$ cat config.mk
export PLATFORM = sky130hd
export DESIGN_NAME = dwconv_bias_loader_flat
export DESIGN_NICKNAME = d
export VERILOG_FILES = /design/src/rtl/dwconv_pkg.sv /design/src/rtl/dwconv_bias_loader_if.sv /design/src/rtl/bias_byte_packer.sv /design/src/rtl/dwconv_bias_loader.sv /design/src/flat_wrapper.sv
export SDC_FILE = /design/constraint.sdc
export NUM_CORES = 1
export LEC_CHECK = 0
export CORE_MARGIN = 2
export CORE_UTILIZATION = 50
export DETAILED_ROUTE_END_ITERATION = 7
export GPL_TIMING_DRIVEN = 0
export PLACE_DENSITY = 0.79
export SETUP_SLACK_MARGIN = 0.02
export SLEW_MARGIN = 20
export SYNTH_ARGS = -nofsm -noshare
export SYNTH_HDL_FRONTEND = slang
export SYNTH_HIERARCHICAL = 1
export SYNTH_SLANG_ARGS = --single-unit
$ cat constraint.sdc
create_clock -name clk -period 5.9 [get_ports clk]
set_clock_uncertainty 0.15 [all_clocks]
set_input_delay 1.77 -clock clk [delete_from_list [all_inputs] [get_ports clk]]
set_output_delay 1.77 -clock clk [all_outputs]
set_load 0.05 [all_outputs]
$ cat src/rtl/dwconv_pkg.sv
// dwconv_pkg: width constants and loader state shared by the bias store blocks
package dwconv_pkg;
    localparam int DW_BIAS_NUM    = 32;
    localparam int DW_BIAS_ADDR_W = 5;
    localparam int DW_BIAS_W      = 32;

    typedef enum logic [1:0] {
        DW_LD_IDLE,
        DW_LD_LOAD,
        DW_LD_WRITE,
        DW_LD_DONE
    } dw_bias_ld_state_t;
endpackage

$ cat src/rtl/dwconv_bias_loader_if.sv
// dwconv_bias_loader_if: byte stream valid/ready handshake into the bias loader
interface dwconv_bias_loader_if;
    logic       valid;
    logic [7:0] data;
    logic       ready;

    modport master (output valid, output data, input ready);
    modport slave  (input valid, input data, output ready);
endinterface

$ cat src/rtl/bias_byte_packer.sv
// bias_byte_packer: assembles four accepted bytes into one little-endian word
module bias_byte_packer
    import dwconv_pkg::*;
(
    input  logic                 clk,
    input  logic                 rst_b,
    input  logic                 acc,
    input  logic                 clr,
    input  logic [7:0]           din,
    output logic                 word_full,
    output logic [DW_BIAS_W-1:0] word
);
    logic [1:0] byte_cnt;

    // drop each accepted byte into its lane; lanes are simply overwritten per word
    always_ff @(posedge clk or negedge rst_b) begin
        if (!rst_b) begin
            byte_cnt <= '0;
            word     <= '0;
        end else if (clr) begin
            byte_cnt <= '0;
        end else if (acc) begin
            word[{byte_cnt, 3'b000} +: 8] <= din;
            byte_cnt                      <= byte_cnt + 2'd1;
        end
    end

    assign word_full = acc && byte_cnt == 2'd3;
endmodule

$ cat src/rtl/dwconv_bias_loader.sv
// dwconv_bias_loader: streams bias bytes into consecutive bias SRAM words
module dwconv_bias_loader
    import dwconv_pkg::*;
#(
    parameter int NUM_BIAS = DW_BIAS_NUM,
    parameter int ADDR_W   = DW_BIAS_ADDR_W
) (
    input  logic                 clk,
    input  logic                 rst_b,
    input  logic                 start,
    input  logic                 abort,
    dwconv_bias_loader_if.slave  s,
    output logic [ADDR_W-1:0]    mem_adr,
    output logic [DW_BIAS_W-1:0] mem_d,
    output logic                 mem_we,
    output logic                 mem_me,
    output logic                 busy,
    output logic                 done
);
    dw_bias_ld_state_t    state, nxt;
    logic [ADDR_W-1:0]    word_cnt;
    logic [DW_BIAS_W-1:0] word;
    logic                 word_full, acc, clr, wr, last;

    assign clr  = state == DW_LD_IDLE && start;
    assign acc  = state == DW_LD_LOAD && s.valid && !abort;
    assign wr   = state == DW_LD_WRITE;
    assign last = word_cnt == ADDR_W'(NUM_BIAS - 1);

    bias_byte_packer u_pack (
        .clk       (clk),
        .rst_b     (rst_b),
        .acc       (acc),
        .clr       (clr),
        .din       (s.data),
        .word_full (word_full),
        .word      (word)
    );

    // loader state register
    always_ff @(posedge clk or negedge rst_b) begin
        if (!rst_b) state <= DW_LD_IDLE;
        else        state <= nxt;
    end

    // word address: cleared on start, advanced after each non-final write
    always_ff @(posedge clk or negedge rst_b) begin
        if (!rst_b)          word_cnt <= '0;
        else if (clr)        word_cnt <= '0;
        else if (wr && !last) word_cnt <= word_cnt + 1'b1;
    end

    // next state; abort from any busy state wins over everything else
    always_comb begin
        nxt = state;
        case (state)
            DW_LD_IDLE:  nxt = start ? DW_LD_LOAD : DW_LD_IDLE;
            DW_LD_LOAD:  nxt = word_full ? DW_LD_WRITE : DW_LD_LOAD;
            DW_LD_WRITE: nxt = last ? DW_LD_DONE : DW_LD_LOAD;
            DW_LD_DONE:  nxt = DW_LD_IDLE;
            default:     nxt = DW_LD_IDLE;
        endcase
        if (abort && state != DW_LD_IDLE) nxt = DW_LD_IDLE;
    end

    // Moore outputs; SRAM pins are quiet outside the write cycle
    always_comb begin
        s.ready = state == DW_LD_LOAD;
        busy    = state != DW_LD_IDLE;
        done    = state == DW_LD_DONE;
        mem_we  = wr;
        mem_me  = wr;
        mem_adr = wr ? word_cnt : '0;
        mem_d   = wr ? word : '0;
    end
endmodule

$ cat src/flat_wrapper.sv
// flat-port wrapper written by rule: the top's interface ports become plain ports
module dwconv_bias_loader_flat import dwconv_pkg::*;
#(
    parameter int NUM_BIAS = DW_BIAS_NUM,
    parameter int ADDR_W   = DW_BIAS_ADDR_W
)
  (clk, rst_b, start, abort, mem_adr, mem_d, mem_we, mem_me, busy, done, s_valid, s_data, s_ready);
  dwconv_bias_loader_if s_i ();
  input  logic clk;
  input  logic rst_b;
  input  logic start;
  input  logic abort;
  output logic [ADDR_W-1:0] mem_adr;
  output logic [DW_BIAS_W-1:0] mem_d;
  output logic mem_we;
  output logic mem_me;
  output logic busy;
  output logic done;
  input wire logic [$bits(s_i.valid)-1:0] s_valid;
  input wire logic [$bits(s_i.data)-1:0] s_data;
  output wire logic [$bits(s_i.ready)-1:0] s_ready;
  assign s_i.valid = s_valid;
  assign s_i.data = s_data;
  assign s_ready = s_i.ready;
  dwconv_bias_loader #(.NUM_BIAS(NUM_BIAS), .ADDR_W(ADDR_W)) u_core (.clk(clk), .rst_b(rst_b), .start(start), .abort(abort), .s(s_i), .mem_adr(mem_adr), .mem_d(mem_d), .mem_we(mem_we), .mem_me(mem_me), .busy(busy), .done(done));
endmodule
==> metrics.csv, run 1 <==
metric,value,unit
required,3.98,ns
cap_viol_max_count,0,
path_cells,nor2b_2 > buf_2 > and2_1 > clkdlybuf4s50_1,
tns,0,ns
place_congestion,0.815,
slowest_stage,clkdlybuf4s50_1,
wl,5620,microns
syn_area_per_cell,9.92,sq um
port_buffers,54,
synth_edf_count,0,
p_int,0.544,mW
drc,0,
netSwitchingFraction,33.3,%
finalSetupViolCount,0,
cts_root_buf,clkbuf_8,
max_slew.worst_pin.slew,0.675,ns
drive_gt1_share,14.9,%
cts_sinks,41,
dp_hpwl,4110,microns
dieArea,5440,sq um
stdcell_area,3140,sq um
rsz0062_at_grt,no,
slowest_delay,0.81,ns
crit_path_end_kind,primary output,
synth_fp_nets,265,
crit_family,buffers and inverters,
drt_pass1_iterations,5,
yosysSeqAreaShare,42.2,%
ys.warnings.count,6,
wire_per_inst,15.5,microns
min_period_over_period,71.1,%
fp-row-count,25,
synth_ff_type,dfrtp_1,
p_per_area,260,nW/um^2
path_max_fanout,10,
cts.hold.buffers_added,0,
worst-path-buf-inv,2,
ios,55,
final_net_count,327,
h-tree-depth,2,
drtIter0Drc,83,
comb_power_share,27.9,%
worstSetupPathType,flop to primary output,
die_w,73.7,microns
numPlacedInstances,354,
cts_buffers,5,
ant_nets,0,
async_reset_ff_share,100,%
vias,1970,
cts_setup_buffers,0,
max_slew_margin,54.8,%
whs,0.360,ns
p_switching,0.272,mW
num-fill-cells,411,
clk_latency,0.29,ns
die_y,73.7,microns
finalHoldViolCount,0,
slew_violations,0,
antenna_found_initial,0,
ir_worst_vdd,0.000162,V
clk_transition_reported_paths,0.07,ns
ys_ff_latch,41,
fin_cells,362,
viasPerCell,5.44,
ys_types,35,
grt_max_degree,23,
timing.fmax,238,MHz
status,"complete, no violations",
grt_use_total,22.3,%
grt_pass1_vias,1829,
syn-cell-area,2430,sq um
placed_area,3060,sq um
antennaDiodeCount,0,
start_util,51.8,%
syn_inst,245,
hold_class,flop to flop,
utilization,67.0,%
power_leakage,1.38,nW
grt_first_pass_wirelength,9150,microns
p_seq_share,50.6,%
clockPowerShare,21.5,%
period_needed,4.20,ns
grt.overflow.total,0,
cts_resized,0,
cts_tree,done,
core,4690,sq um
arrival,2.28,ns
crit_path_start_kind,flop,
area_growth,29.2,%
cts_max_path_buffers,2,
worst register-to-register path: cells and delay by family (launching register included):
| family | cells | cell delay [ns] |
|---|---|---|
| simple gates | 2 | 0.80 |
| buf+inv | 2 | 0.58 |
| flops | 1 | 0.49 |
| compound gates | 1 | 0.14 |
power by group through the flow:
stage	combinational [mW]	clock, mW	sequential, mW
after floorplan	0.165	0	0.403
after detailed placement	0.226	0	0.419
final	0.227	0.176	0.413
after global placement	0.213	0	0.415
after global routing	0.258	0.192	0.424
after CTS	0.229	0.181	0.413
synth_stat cells, types with 3 or more instances:
cell type   n  area, sq um
buf_2       7         35.0
and3b_2     4         40.0
o32ai_1    17          149
dfrtp_1    41         1030
nand2b_1    4         25.0
nor2_1      6         22.5
mux2i_1     3         30.0
ha_1        7         87.6
inv_1      35          131
clkbuf_1    9         33.8
nand2_1    31          116
and2_1     38          238
o32ai_2    15          244
registers in the layout (all words and copies together) (netlist names):
register	flops
u_core/state	2
u_core/u_pack/byte_cnt	2
u_core/u_pack/word	32
u_core/word_cnt	5
through the flow:
stage	total power [mW]	worst slack, ns
after floorplan	0.568	2.54
after global placement	0.628	1.91
after detailed placement	0.645	1.92
after CTS	0.823	1.67
after global routing	0.874	1.60
final	0.816	1.70
logic make-up (layout without fill, tap and decap cells):
family,after synthesis,in the layout,synth area share [%]
compound gates,36,36,17.4
xor+xnor,2,2,0.721
mux,4,4,1.70
buf+inv,57,120,10.2
simple gates,98,98,24.1
fa+ha+maj,7,7,3.60
flops,41,41,42.2
worst paths after layout:
check / from / depth (start not counted) / end / slack, ns
worst max-delay path: u_core/state[1] / 4 / mem_d[31] / 1.70
worst min-delay path: u_core/u_pack/word[27] / 2 / u_core/u_pack/word[27] / 0.36
worst max register to register: u_core/state[0] / 5 / u_core/u_pack/word[26] / 3.60
worst min register to register: u_core/u_pack/word[27] / 2 / u_core/u_pack/word[27] / 0.36
max in group asynchronous: rst_b / 2 / u_core/u_pack/word[31] / 3.84
min in group asynchronous: rst_b / 1 / u_core/u_pack/word[19] / 1.29
final cells by class:
cell class | count | area (sq um) | area share, %
multi-input cells | 147 | 1160 | 36.8
flip-flops and latches | 41 | 1030 | 32.7
repair buffers | 55 | 563 | 17.9
inverters | 35 | 131 | 4.18
plain buffers | 22 | 116 | 3.70
clock buffers | 8 | 80.1 | 2.55
well taps | 54 | 67.6 | 2.15
cell usage in the layout (no fill, tap or decap), drive strengths merged:
cell / instances
nand4bb: 1
a22oi: 1
and3b: 5
or3b: 1
dfrtp: 41
nand2b: 4
nor2b: 2
or4bb: 1
a22o: 2
and3: 1
inv: 35
nand4: 1
clkdlybuf4s50: 53
ha: 7
o32ai: 32
mux2i: 3
o22ai: 1
nor2: 6
and2: 39
nor3b: 2
nand2: 31
and4bb: 1
buf: 13
or4b: 2
or2: 1
clkbuf: 19
xnor2: 2
mux2: 1
routing by layer:
| metal | GRT usage [%] | part of all wire [%] | vias up | routed length [microns] |
|---|---|---|---|---|
| met4 | 7.47 | 1.5 | 0 | 87 |
| met5 | 0 | 0 | - | 0 |
| met3 | 5.21 | 5.1 | 10 | 288 |
| met2 | 35.2 | 50 | 64 | 2800 |
| met1 | 30.1 | 44 | 960 | 2450 |
| li1 | - | - | 936 | - |
No activity file was read; power rests on OpenSTA's default activity.
==> run 2: changes to the inputs <==
CORE_UTILIZATION = 46   (was 50)
PLACE_DENSITY = 0.76   (was 0.79)
clock period = 3.6 ns   (was 5.9 ns; I/O delays follow)
==> run 2 against run 1 <==
Effect of this change:
- register-to-register slack lost 2.3 ns
- cell count grew 4.1%
- worst setup slack lost 1.6 ns
- non-clock buffer count is the same
- critical path depth is the same
==> metrics.csv, run 2 (same netlist as run 1, synthesis figures left out) <==
metric,value,unit
cap_viol_max_count,0,
h-tree-depth,2,
cts_tree,done,
crit_path_start_kind,flop,
placed_area,3080,sq um
area_growth,32.1,%
max_slew_margin,55.3,%
arrival,2.23,ns
drtIter0Drc,109,
path_max_fanout,10,
grt_max_degree,23,
final_net_count,327,
start_util,47.6,%
timing.reg2reg.setup_slack,1.28,ns
finalSetupViolCount,0,
clk_transition_reported_paths,0.08,ns
power_leakage,1.58,nW
regMostFlops,u_core/u_pack/word,
max_slew.worst_pin.slew,0.668,ns
stdcell_area,3210,sq um
r2r_start,u_core/u_pack/byte_cnt[0],
hold_end,u_core/u_pack/word[17],
clk_latency,0.29,ns
min_from,u_core/u_pack/word[17],
cts_root_buf,clkbuf_8,
whs,0.354,ns
ir_worst_vdd,0.000214,V
wl,5450,microns
drt_pass1_iterations,4,
tns,0,ns
antennaDiodeCount,0,
cts_setup_buffers,0,
drc,0,
grt_use_total,19.4,%
status,"complete, no violations",
wire_per_inst,14.4,microns
period_needed,3.46,ns
final_common_cell,clkdlybuf4s50_1,
port_buffers,54,
core,5110,sq um
grt_first_pass_wirelength,9000,microns
cts_sinks,41,
crit_path_end_kind,primary output,
postLayoutSetupSlackWorst,0.138,ns
p_per_area,435,nW/um^2
required,2.37,ns
timing.fmax,289,MHz
reg2regPathDepth,5,
ant_nets,0,
vias,1927,
worstSetupPathType,flop to primary output,
antenna_found_initial,0,
viasPerCell,5.11,
dieArea,5880,sq um
grt_pass1_vias,1908,
ios,55,
pre_cts_ws,0.330,ns
reg2reg_to,u_core/u_pack/word[30],
rsz0062_at_grt,no,
finalHoldViolCount,0,
min_period_over_period,96.2,%
dp_hpwl,3870,microns
die_y,76.7,microns
hold_class,flop to flop,
die_w,76.7,microns
drive_gt1_share,15.6,%
slew_violations,0,
min_path_cells,2,
cts_max_path_buffers,2,
power,1.40,mW
grt.overflow.total,0,
reg_top3,"u_core/u_pack/word (32), u_core/word_cnt (5)",
place_congestion,0.787,
largest_register_ffs,32,
fp-row-count,26,
cts_buffers,5,
mostFrequentLayoutCells,"clkdlybuf4s50_1, dfrtp_1, and2_1, inv_1, nand2_1",
## run 2: cell types whose count changed in the layout (fill, tap and decap cells not counted)
cell	change
bufinv_16	+1
clkbuf_1	-3
clkdlybuf4s50_1	-10
clkinv_2	+1
dlymetal6s2s_1	+10
## run 2: worst max-delay path, cell delays in order, from the launching register on
cell and delay (ns):
dfrtp_1 0.47, nor2b_2 0.30, clkbuf_2 0.24, and2_1 0.15
clkdlybuf4s50_1 0.80
## run 2: through the flow
stage | utilization [%] | cells
floorplan | - | 245
global placement | 59.9 | 369
detailed placement | 60.3 | 370
CTS | 62.4 | 377
global route | 62.9 | 377
finish | 62.9 | 377
## run 2: timing repair
item | in CTS | in global routing
setup endpoints to repair | 0 | 10
hold endpoints to repair | 0 | 0
gates resized for setup | 0 | 10
hold buffers | 0 | 0
## run 2: final cells by class
class	count	area (sq um)
buffer	22	116
clock buffer	5	68.8
clock inverter	2	35.0
fill	446	1900
inverter	35	131
multi-input combinational	147	1160
sequential	41	1030
tap	70	87.6
timing repair buffer	55	588
## run 2: report_power, final
| part | switching [mW] | internal [mW] | total [mW] |
|---|---|---|---|
| logic | 0.215 | 0.153 | 0.368 |
| registers | 0.0735 | 0.601 | 0.674 |
| clock network | 0.153 | 0.202 | 0.355 |
## run 2: routing by layer
metal	routed length, microns	global-route usage (%)	share of wire [%]
met2	2550	30.8	47
met5	0	0	0
met3	332	5.06	6.1
met1	2440	24.5	45
met4	119	9.64	2.2
## run 2: worst max-delay path by stage
| stage | from | endpoint | cells after the start | slack (ns) |
|---|---|---|---|---|
| floorplan | u_core/state[0] | u_core/u_pack/word[16] | 6 | 0.83 |
| global placement | rst_b | u_core/word_cnt[0] | 1 | 0.28 |
| detailed placement | start | u_core/u_pack/word[28] | 6 | 0.33 |
| CTS | u_core/state[1] | mem_adr[4] | 4 | 0.08 |
| global route | u_core/state[1] | mem_d[7] | 4 | 0.02 |
| finish | u_core/state[1] | mem_d[6] | 4 | 0.14 |
